--- src/rtl/ps2_scan_rx.sv ---
// ps2_scan_rx: PS/2 device-to-host deframer feeding a show-ahead scan-code FIFO.
// Define PS2_BREAK_FILTER_EN to drop F0 break prefixes and the byte that follows each one.
module ps2_scan_rx #(
    parameter int FIFO_DEPTH     = 8,
    parameter int TIMEOUT_CYCLES = 50000
) (
    input  logic       clk,
    input  logic       clrn,
    input  logic       ps2_clk,
    input  logic       ps2_data,
    input  logic       rd_en,
    output logic [7:0] scan_code,
    output logic       ready,
    output logic       overflow,
    output logic       frame_err
);
    localparam int AW = $clog2(FIFO_DEPTH);
    localparam int TW = $clog2(TIMEOUT_CYCLES);
    localparam logic [TW-1:0] TO_LAST = TW'(TIMEOUT_CYCLES - 1);
    localparam logic [AW:0] FULL_CNT = (AW + 1)'(FIFO_DEPTH);

    logic [2:0]    ps2c_q;
    logic [1:0]    ps2d_q;
    logic [3:0]    bit_q, bit_d;
    logic [9:0]    sh_q, sh_d;
    logic [TW-1:0] to_q, to_d;
    logic [7:0]    byte_q;
    logic          good_q, good_d, err_q, err_d;
    logic          fall, last, timeout, frame_ok, push, pop, full, wr;
    logic [AW:0]   wp_q, rp_q, cnt;
    logic          ovf_q;
    logic [7:0]    mem_q [FIFO_DEPTH];

    // sh_q fills from the top, so at the stop-bit edge [0]=start, [8:1]=data, [9]=parity
    always_comb begin
        fall     = ps2c_q[2:1] == 2'b10;
        last     = bit_q == 4'd10;
        timeout  = (bit_q != 4'd0) && !fall && (to_q == TO_LAST);
        bit_d    = timeout ? 4'd0 : fall ? (last ? 4'd0 : bit_q + 4'd1) : bit_q;
        sh_d     = fall ? {ps2d_q[1], sh_q[9:1]} : sh_q;
        to_d     = (fall || bit_q == 4'd0) ? '0 : to_q + 1'b1;
        frame_ok = ~sh_q[0] & ps2d_q[1] & (^sh_q[9:1]);
        good_d   = fall & last & frame_ok;
        err_d    = (fall & last & ~frame_ok) | timeout;
    end

    always_ff @(posedge clk or negedge clrn) begin
        if (!clrn) begin
            ps2c_q <= '0;
            ps2d_q <= '0;
            bit_q  <= '0;
            sh_q   <= '0;
            to_q   <= '0;
            byte_q <= '0;
            good_q <= 1'b0;
            err_q  <= 1'b0;
        end else begin
            ps2c_q <= {ps2c_q[1:0], ps2_clk};
            ps2d_q <= {ps2d_q[0], ps2_data};
            bit_q  <= bit_d;
            sh_q   <= sh_d;
            to_q   <= to_d;
            byte_q <= (fall && last) ? sh_q[8:1] : byte_q;
            good_q <= good_d;
            err_q  <= err_d;
        end
    end

`ifdef PS2_BREAK_FILTER_EN
    typedef enum logic {IDLE, BREAK} state_t;
    state_t st_q, st_d;

    always_comb begin
        st_d = st_q;
        push = 1'b0;
        if (good_q) begin
            if (st_q == BREAK) st_d = IDLE;
            else if (byte_q == 8'hF0) st_d = BREAK;
            else push = 1'b1;
        end
    end

    always_ff @(posedge clk or negedge clrn) begin
        if (!clrn) st_q <= IDLE;
        else st_q <= st_d;
    end
`else
    assign push = good_q;
`endif

    assign cnt       = wp_q - rp_q;
    assign full      = cnt == FULL_CNT;
    assign ready     = wp_q != rp_q;
    assign pop       = rd_en & ready;
    assign wr        = push & (~full | pop);
    assign scan_code = ready ? mem_q[rp_q[AW-1:0]] : 8'h00;
    assign overflow  = ovf_q;
    assign frame_err = err_q;

    always_ff @(posedge clk or negedge clrn) begin
        if (!clrn) begin
            wp_q  <= '0;
            rp_q  <= '0;
            ovf_q <= 1'b0;
        end else begin
            wp_q  <= wr ? wp_q + 1'b1 : wp_q;
            rp_q  <= pop ? rp_q + 1'b1 : rp_q;
            ovf_q <= ovf_q | (push & full & ~pop);
        end
    end

    always_ff @(posedge clk) begin
        if (wr) mem_q[wp_q[AW-1:0]] <= byte_q;
    end
endmodule
--- config.mk ---
export PLATFORM = sky130hd
export DESIGN_NAME = ps2_scan_rx
export DESIGN_NICKNAME = d
export VERILOG_FILES = /design/src/rtl/ps2_scan_rx.sv
export SDC_FILE = /design/constraint.sdc
export NUM_CORES = 1
export LEC_CHECK = 0
export BUFFER_PORTS_ARGS = -buffer_cell sky130_fd_sc_hd__buf_4
export CORE_AREA = 2 2 103 105
export DETAILED_ROUTE_END_ITERATION = 10
export DIE_AREA = 0 0 105 107
export PLACE_DENSITY = 0.74
export SYNTH_ARGS = -nofsm -noshare
export SYNTH_HDL_FRONTEND = slang
export SYNTH_SLANG_ARGS = --single-unit
--- constraint.sdc ---
create_clock -name clk -period 5 [get_ports clk]
set_clock_uncertainty 0.05 [all_clocks]
set_input_delay 1 -clock clk [delete_from_list [all_inputs] [get_ports clk]]
set_output_delay 1 -clock clk [all_outputs]
set_load 0.01 [all_outputs]
### Word-level counts from Yosys, hierarchy flattened

Memory sizes are Yosys's and may differ from the RTL's.
Index checks and enable logic that the tools add are counted.
Widths: inputs -> output; s select.

| operators by class | value |
|---|---|
| add/sub/neg operators | 5 |
| eq/ne operators | 5 |
| mux-type cells | 7 |
| bitwise gates (word level) | 16 |
| reductions and logical operators | 9 |

Operator list:

| kind | number |
|---|---|
| $add 16x1->16 const B | 1 |
| $eq 16x16->1 const B | 1 |
| $mux 16 | 1 |
| $add 4x1->4 const B | 3 |
| $mux 4 | 3 |
| $and 1x1->1 | 9 |
| $reduce_xor 9->1 | 1 |
| $eq 4x4->1 const B | 2 |
| $mux 8 | 1 |
| $logic_not 4->1 | 1 |
| $ne 4x4->1 | 1 |
| $not 1->1 | 4 |
| $reduce_bool 4->1 | 1 |
| $sub 4x4->4 | 1 |
| $logic_and 1x1->1 | 3 |
| $or 1x1->1 | 3 |
| $eq 2x2->1 const B | 1 |
| $mux 1 | 2 |
| $reduce_bool 2->1 | 1 |
| $logic_not 1->1 | 1 |
| $logic_or 1x1->1 | 1 |

| storage, ports and cells | value |
|---|---|
| bits in registers | 54 |
| RAM bits | 64 |
| bits of input ports | 5 |
| output and inout port bits | 11 |
| logic and storage cells | 54 |
| memories kept | 1 |

Memories:

| name | words | width | rd ports | clocked after Yosys merged registers in | write ports | line | text |
|---|---|---|---|---|---|---|---|
| mem_q | 8 | 8 | 1 | 0 | 1 | 32 | `logic [7:0] mem_q [FIFO_DEPTH];` |

### Depth between registers and ports, before layout

| depth | value |
|---|---|
| depth after elaboration | 7 |
| mapped depth | 10 |
| mapped depth without buffers | 7 |

### Worst setup path before layout

Ideal clock, no wire load.

| timing | value |
|---|---|
| kind | reg2reg |
| start | register rp_q[1] |
| end | memory mem_q[0][0], enable pin |
| setup time | 0.395 ns |
| data arrival time | 2.786 ns |
| required time | 4.555 ns |
| slack | 1.769 ns |
| cell stages (with the launch flop) | 10 |
| buffers on the path | 2 |
| clock period less this slack | 3.231 ns |
| cells stage by stage | dfrtp_1 -> clkbuf_1 -> buf_2 -> inv_1 -> ha_1 -> nor2b_1 -> o21a_1 -> o22ai_4 -> o21ai_4 -> nor4_1 |

| on the way | value |
|---|---|
| cells in the longest elaborated chain, start to end | 7 |
| elaborated cells on any way between the ends | 9 |
| those cells by class | add/sub: 1; eq/ne: 2; mux: 2; bitwise: 4 |

Ends and longest elaborated chain:

| item | line | text |
|---|---|---|
| start, declared | 30 | `logic [AW:0] wp_q, rp_q, cnt;` |
| start signal, assigned | 107 | `rp_q <= pop ? rp_q + 1'b1 : rp_q;` |
| $sub 4x4->4 | 91 | `assign cnt = wp_q - rp_q;` |
| $eq 4x4->1 | 92 | `assign full = cnt == FULL_CNT;` |
| $not 1->1 | 95 | `assign wr = push & (~full \| pop);` |
| $or 1x1->1 * | 95 |  |
| $and 1x1->1 * | 95 |  |
| $mux 1 * | 113 | `if (wr) mem_q[wp_q[AW-1:0]] <= byte_q;` |
| $mux 1 (implied by the code) * | 113 |  |
| end, declared | 32 |  |

Every way passes the cells marked *; elsewhere a longest branch is shown, timed or not.

### Worst setup path after layout

| timing | value |
|---|---|
| start | register rp_q[2] |
| end | output port ready |

| on the way | value |
|---|---|
| cells in the longest elaborated chain, start to end | 1 |

Ends and longest elaborated chain:

| item | line | text |
|---|---|---|
| $ne 4x4->1 | 93 | `assign ready = wp_q != rp_q;` |
| end, declared | 13 | `output logic ready,` |

No other way between the ends.

==> reports/results.tsv <==
stage	metric	value	unit
cts	CTS Sinks	118	
critical_path	reg2reg start	rp_q[2]$_DFFE_PN0P_	
routing	via/cell ratio	5.405	
job	Max Cap Violations	0	
logic_synthesis	Distinct cells, synth	45	
routing	routed len/inst	16.58	microns
sta	crit share post-route	78.99	%
grt	global-route wire length before repair	14850	microns
logic_synthesis	Avg Cell Area, Syn	14.25	sq um
routing	# DRC	0	
logic_synthesis	asr flop ratio synth	45.76	%
critical_path	reg2reg end	mem_q[7][3]$_DFFE_PP_	
sta	RSZ-0062 raised after global routing	false	
grt	vias in the first global route	3020	
status	status	completed	
routing	wire length on met1	3899	microns
grt	grt ovf	0	
critical_path	CP startpoint kind	register	
critical_path	crit path DAT	2.90	ns
logic_synthesis	post-synthesis sequential area ratio	65.83	%
cells_and_area	Multi-input gate area	1610	sq um
die	Core Region	10090	sq um
placed_design	port buffer count	15	
die	Starting Density	49.27	%
cells_and_area	Sequential Area	3273	sq um
cells_and_area	layout cells sized above 1	22.39	%
placed_design	RD Place Congestion	0.7897	
cts	PostCTS Resize Cnt	0	
hold_path	worst hold endpoint	ps2d_q[1]$_DFF_PN0_	
critical_path	CP Capture Type	output pin	
hold_path	Hold Path Depth	0	
power	overall power	2963	uW
sta	Final setup viols	0	
grt	initial antenna violation count	0	
cells_and_area	Area Overhead vs Synth	17.84	%
power	VDD IR-drop max	0.0002501	V
die	Die Width	105	microns
grt	GRT Util Overall	17.38	%
critical_path	R2R Setup Slk	1.66	ns
hold_path	HP Start	ps2d_q[0]$_DFF_PN0_	
grt	pin count of the biggest net entering global routing	55	
cells_and_area	ANT cells	0	
critical_path	crit path cell chain	clkinv_1, ha_1, and4_1, inv_1, buf_4	
critical_path	critical path fanouts, max	11	
cts	Clock Path Buffers	2	
routing	met2 wire length	4434	microns
routing	Antenna Nets Post-Route	0	
sta	setup_tns	0	ns
logic_synthesis	Yosys warnings	0	
power	Leak	0.002381	uW
power	pwr dens	505.7	nW/um^2
cts	Post-CTS Setup Bufs	0	
sta	fmax	253.2	MHz
critical_path	Register-to-Register Path Depth	6	
logic_synthesis	Synth Flop Type	edfxtp_1	
sta	Worst Max-Slew Pin Slew	1.158	ns
logic_synthesis	Post-synth EDFFs	64	
die	I/O pin count	16	
die	die area	11240	sq um
cts	Clock Latency Late Sink	0.51	ns
logic_synthesis	Synth Instances	349	
cts	# hold bufs at CTS	0	
logic_synthesis	Netlist Area Pre-Place	4972	sq um
logic_synthesis	Post-Syn Nets	363	
critical_path	max incr delay on CP	0.63	ns
routing	DR iter-0 viols	220	
die	FP Rows	37	
routing	Vias	2859	
cts	CTS tree	built	
routing	DR pass1 iterations	4	
cts	Worst-path clk slew	0.06	ns
cts	root buffer cell	clkbuf_8	
sta	post-layout min period	3.950	ns
critical_path	CP Class	reg -> out	
logic_synthesis	#FFs+latches synth	118	
routing	met3 wire length	326	microns
placed_design	DP Wirelength	5513	microns
cts	number of CTS-inserted buffers	17	
sta	Slew Limit Fails	0	
routing	Top Metal Used	met4	
sta	Final Hold Fails	0	
hold_path	Hold WC Path Type	reg -> reg	
cts	H-tree level count	4	
critical_path	worst path required time	3.95	ns
critical_path	Critical-path top delay cell	dfrtp_1	
routing	WL final	8773	microns
sta	slew margin rel.	22.77	%
cells_and_area	Fillers	812	
die	Die Ht	107	microns
cells_and_area	fin nets	394	
-- cell type report --
type	instances	area share (%)
clock buffer	17	7.068
clock inverter	15	3.224
inverter	10	0.6406
multi-input combinational	211	27.48
sequential	118	55.86
tap	136	2.904
timing repair buffer	22	2.819
-- layer usage --
metal	track usage (%)	vias up
li1	-	1330
met1	21.65	1455
met2	29.31	63
met3	4.438	11
met4	6.857	0
met5	0	-
-- kinds of logic after synthesis --
group	count (synthesis)	synth area share, %
AO/OA/AOI/OAI	25	3.649
multiplexers	26	9.587
buffers and inverters	20	1.787
flip-flops	118	65.83
adder cells (fa/ha/maj)	9	2.265
AND/OR/NAND/NOR	122	11.20
XOR/XNOR	29	5.687
-- critical path: cells and delay by family, from the launching register on --
| kind | cells | cell delay, ns |
|---|---|---|
| adder cells (fa/ha/maj) | 1 | 0.51 |
| buffers and inverters | 3 | 0.73 |
| flip-flops | 1 | 0.63 |
| AND/OR/NAND/NOR | 1 | 0.52 |
-- registers in the layout, summed over array words and instances (netlist names) --
signal,cells
to_q,16
mem_q,64
good_q,1
byte_q,8
frame_err,1
sh_q,10
overflow,1
ps2c_q,3
ps2d_q,2
wp_q,4
bit_q,4
rp_q,4
-- where the power goes --
part           switching [uW]  leakage, uW  total [uW]  internal [uW]
registers                 143      0.00135        1220           1080
logic                     243     0.000737         514            272
clock network             456     0.000291        1230            771
total                     842      0.00238        2960           2120
-- per-stage QoR --
step | cells | cell area (sq um) | hold slack, ns | setup slack (ns) | util, %
after floorplan | 349 | 4972 | 0.2812 | 1.769 | -
after global placement | 497 | 5256 | 0.2837 | 1.723 | 52.08
after detailed placement | 497 | 5256 | 0.2873 | 1.596 | 52.08
after CTS | 529 | 5859 | 0.3006 | 1.016 | 58.06
after global routing | 529 | 5859 | 0.3080 | 0.8550 | 58.06
final | 529 | 5859 | 0.2980 | 1.050 | 58.06
-- layout by cell type, fill, tap and decap left out, types with 4 or more instances in the layout --
cell and count:
a21oi_1 9, buf_4 22, clkbuf_16 16, dfrtp_1 54, edfxtp_1 64, ha_1 9, inv_1 9, inv_6 8
mux2_2 9, mux4_2 16, nand2_1 59, nand3_1 11, nor2_1 22, nor3_1 4, nor4_1 10, o21ai_0 6
xnor2_1 16, xor2_1 10
-- worst max-delay path by stage --
stage	from	endpoint	slack, ns	cells after the start
after detailed placement	rp_q[2]$_DFFE_PN0P_	ready	1.60	5
after floorplan	rp_q[1]$_DFFE_PN0P_	mem_q[0][0]$_DFFE_PP_	1.77	9
final	rp_q[2]$_DFFE_PN0P_	ready	1.05	5
after CTS	rp_q[2]$_DFFE_PN0P_	ready	1.02	5
after global placement	rp_q[2]$_DFFE_PN0P_	ready	1.72	5
after global routing	rp_q[2]$_DFFE_PN0P_	ready	0.85	5
-- cell usage after synthesis (2+ instances only) --
cell type / count / share of area (%)
xnor2_1: 16 / 2.8
mux2_2: 9 / 2.0
mux4_2: 16 / 7.2
nor4_1: 10 / 1.3
edfxtp_1: 64 / 39
nor2b_1: 3 / 0.38
a21oi_1: 9 / 0.91
nand2_1: 59 / 4.5
dfrtp_1: 54 / 27
nor3_1: 4 / 0.40
buf_2: 2 / 0.20
nand3_1: 11 / 1.1
ha_1: 9 / 2.3
inv_1: 9 / 0.68
xor2_1: 10 / 1.8
and3_1: 3 / 0.38
o21ai_0: 6 / 0.60
clkbuf_1: 5 / 0.38
a31oi_1: 2 / 0.25
nor2_1: 22 / 1.7
nand3b_1: 2 / 0.30
No activity file was read; power rests on OpenSTA's default activity.
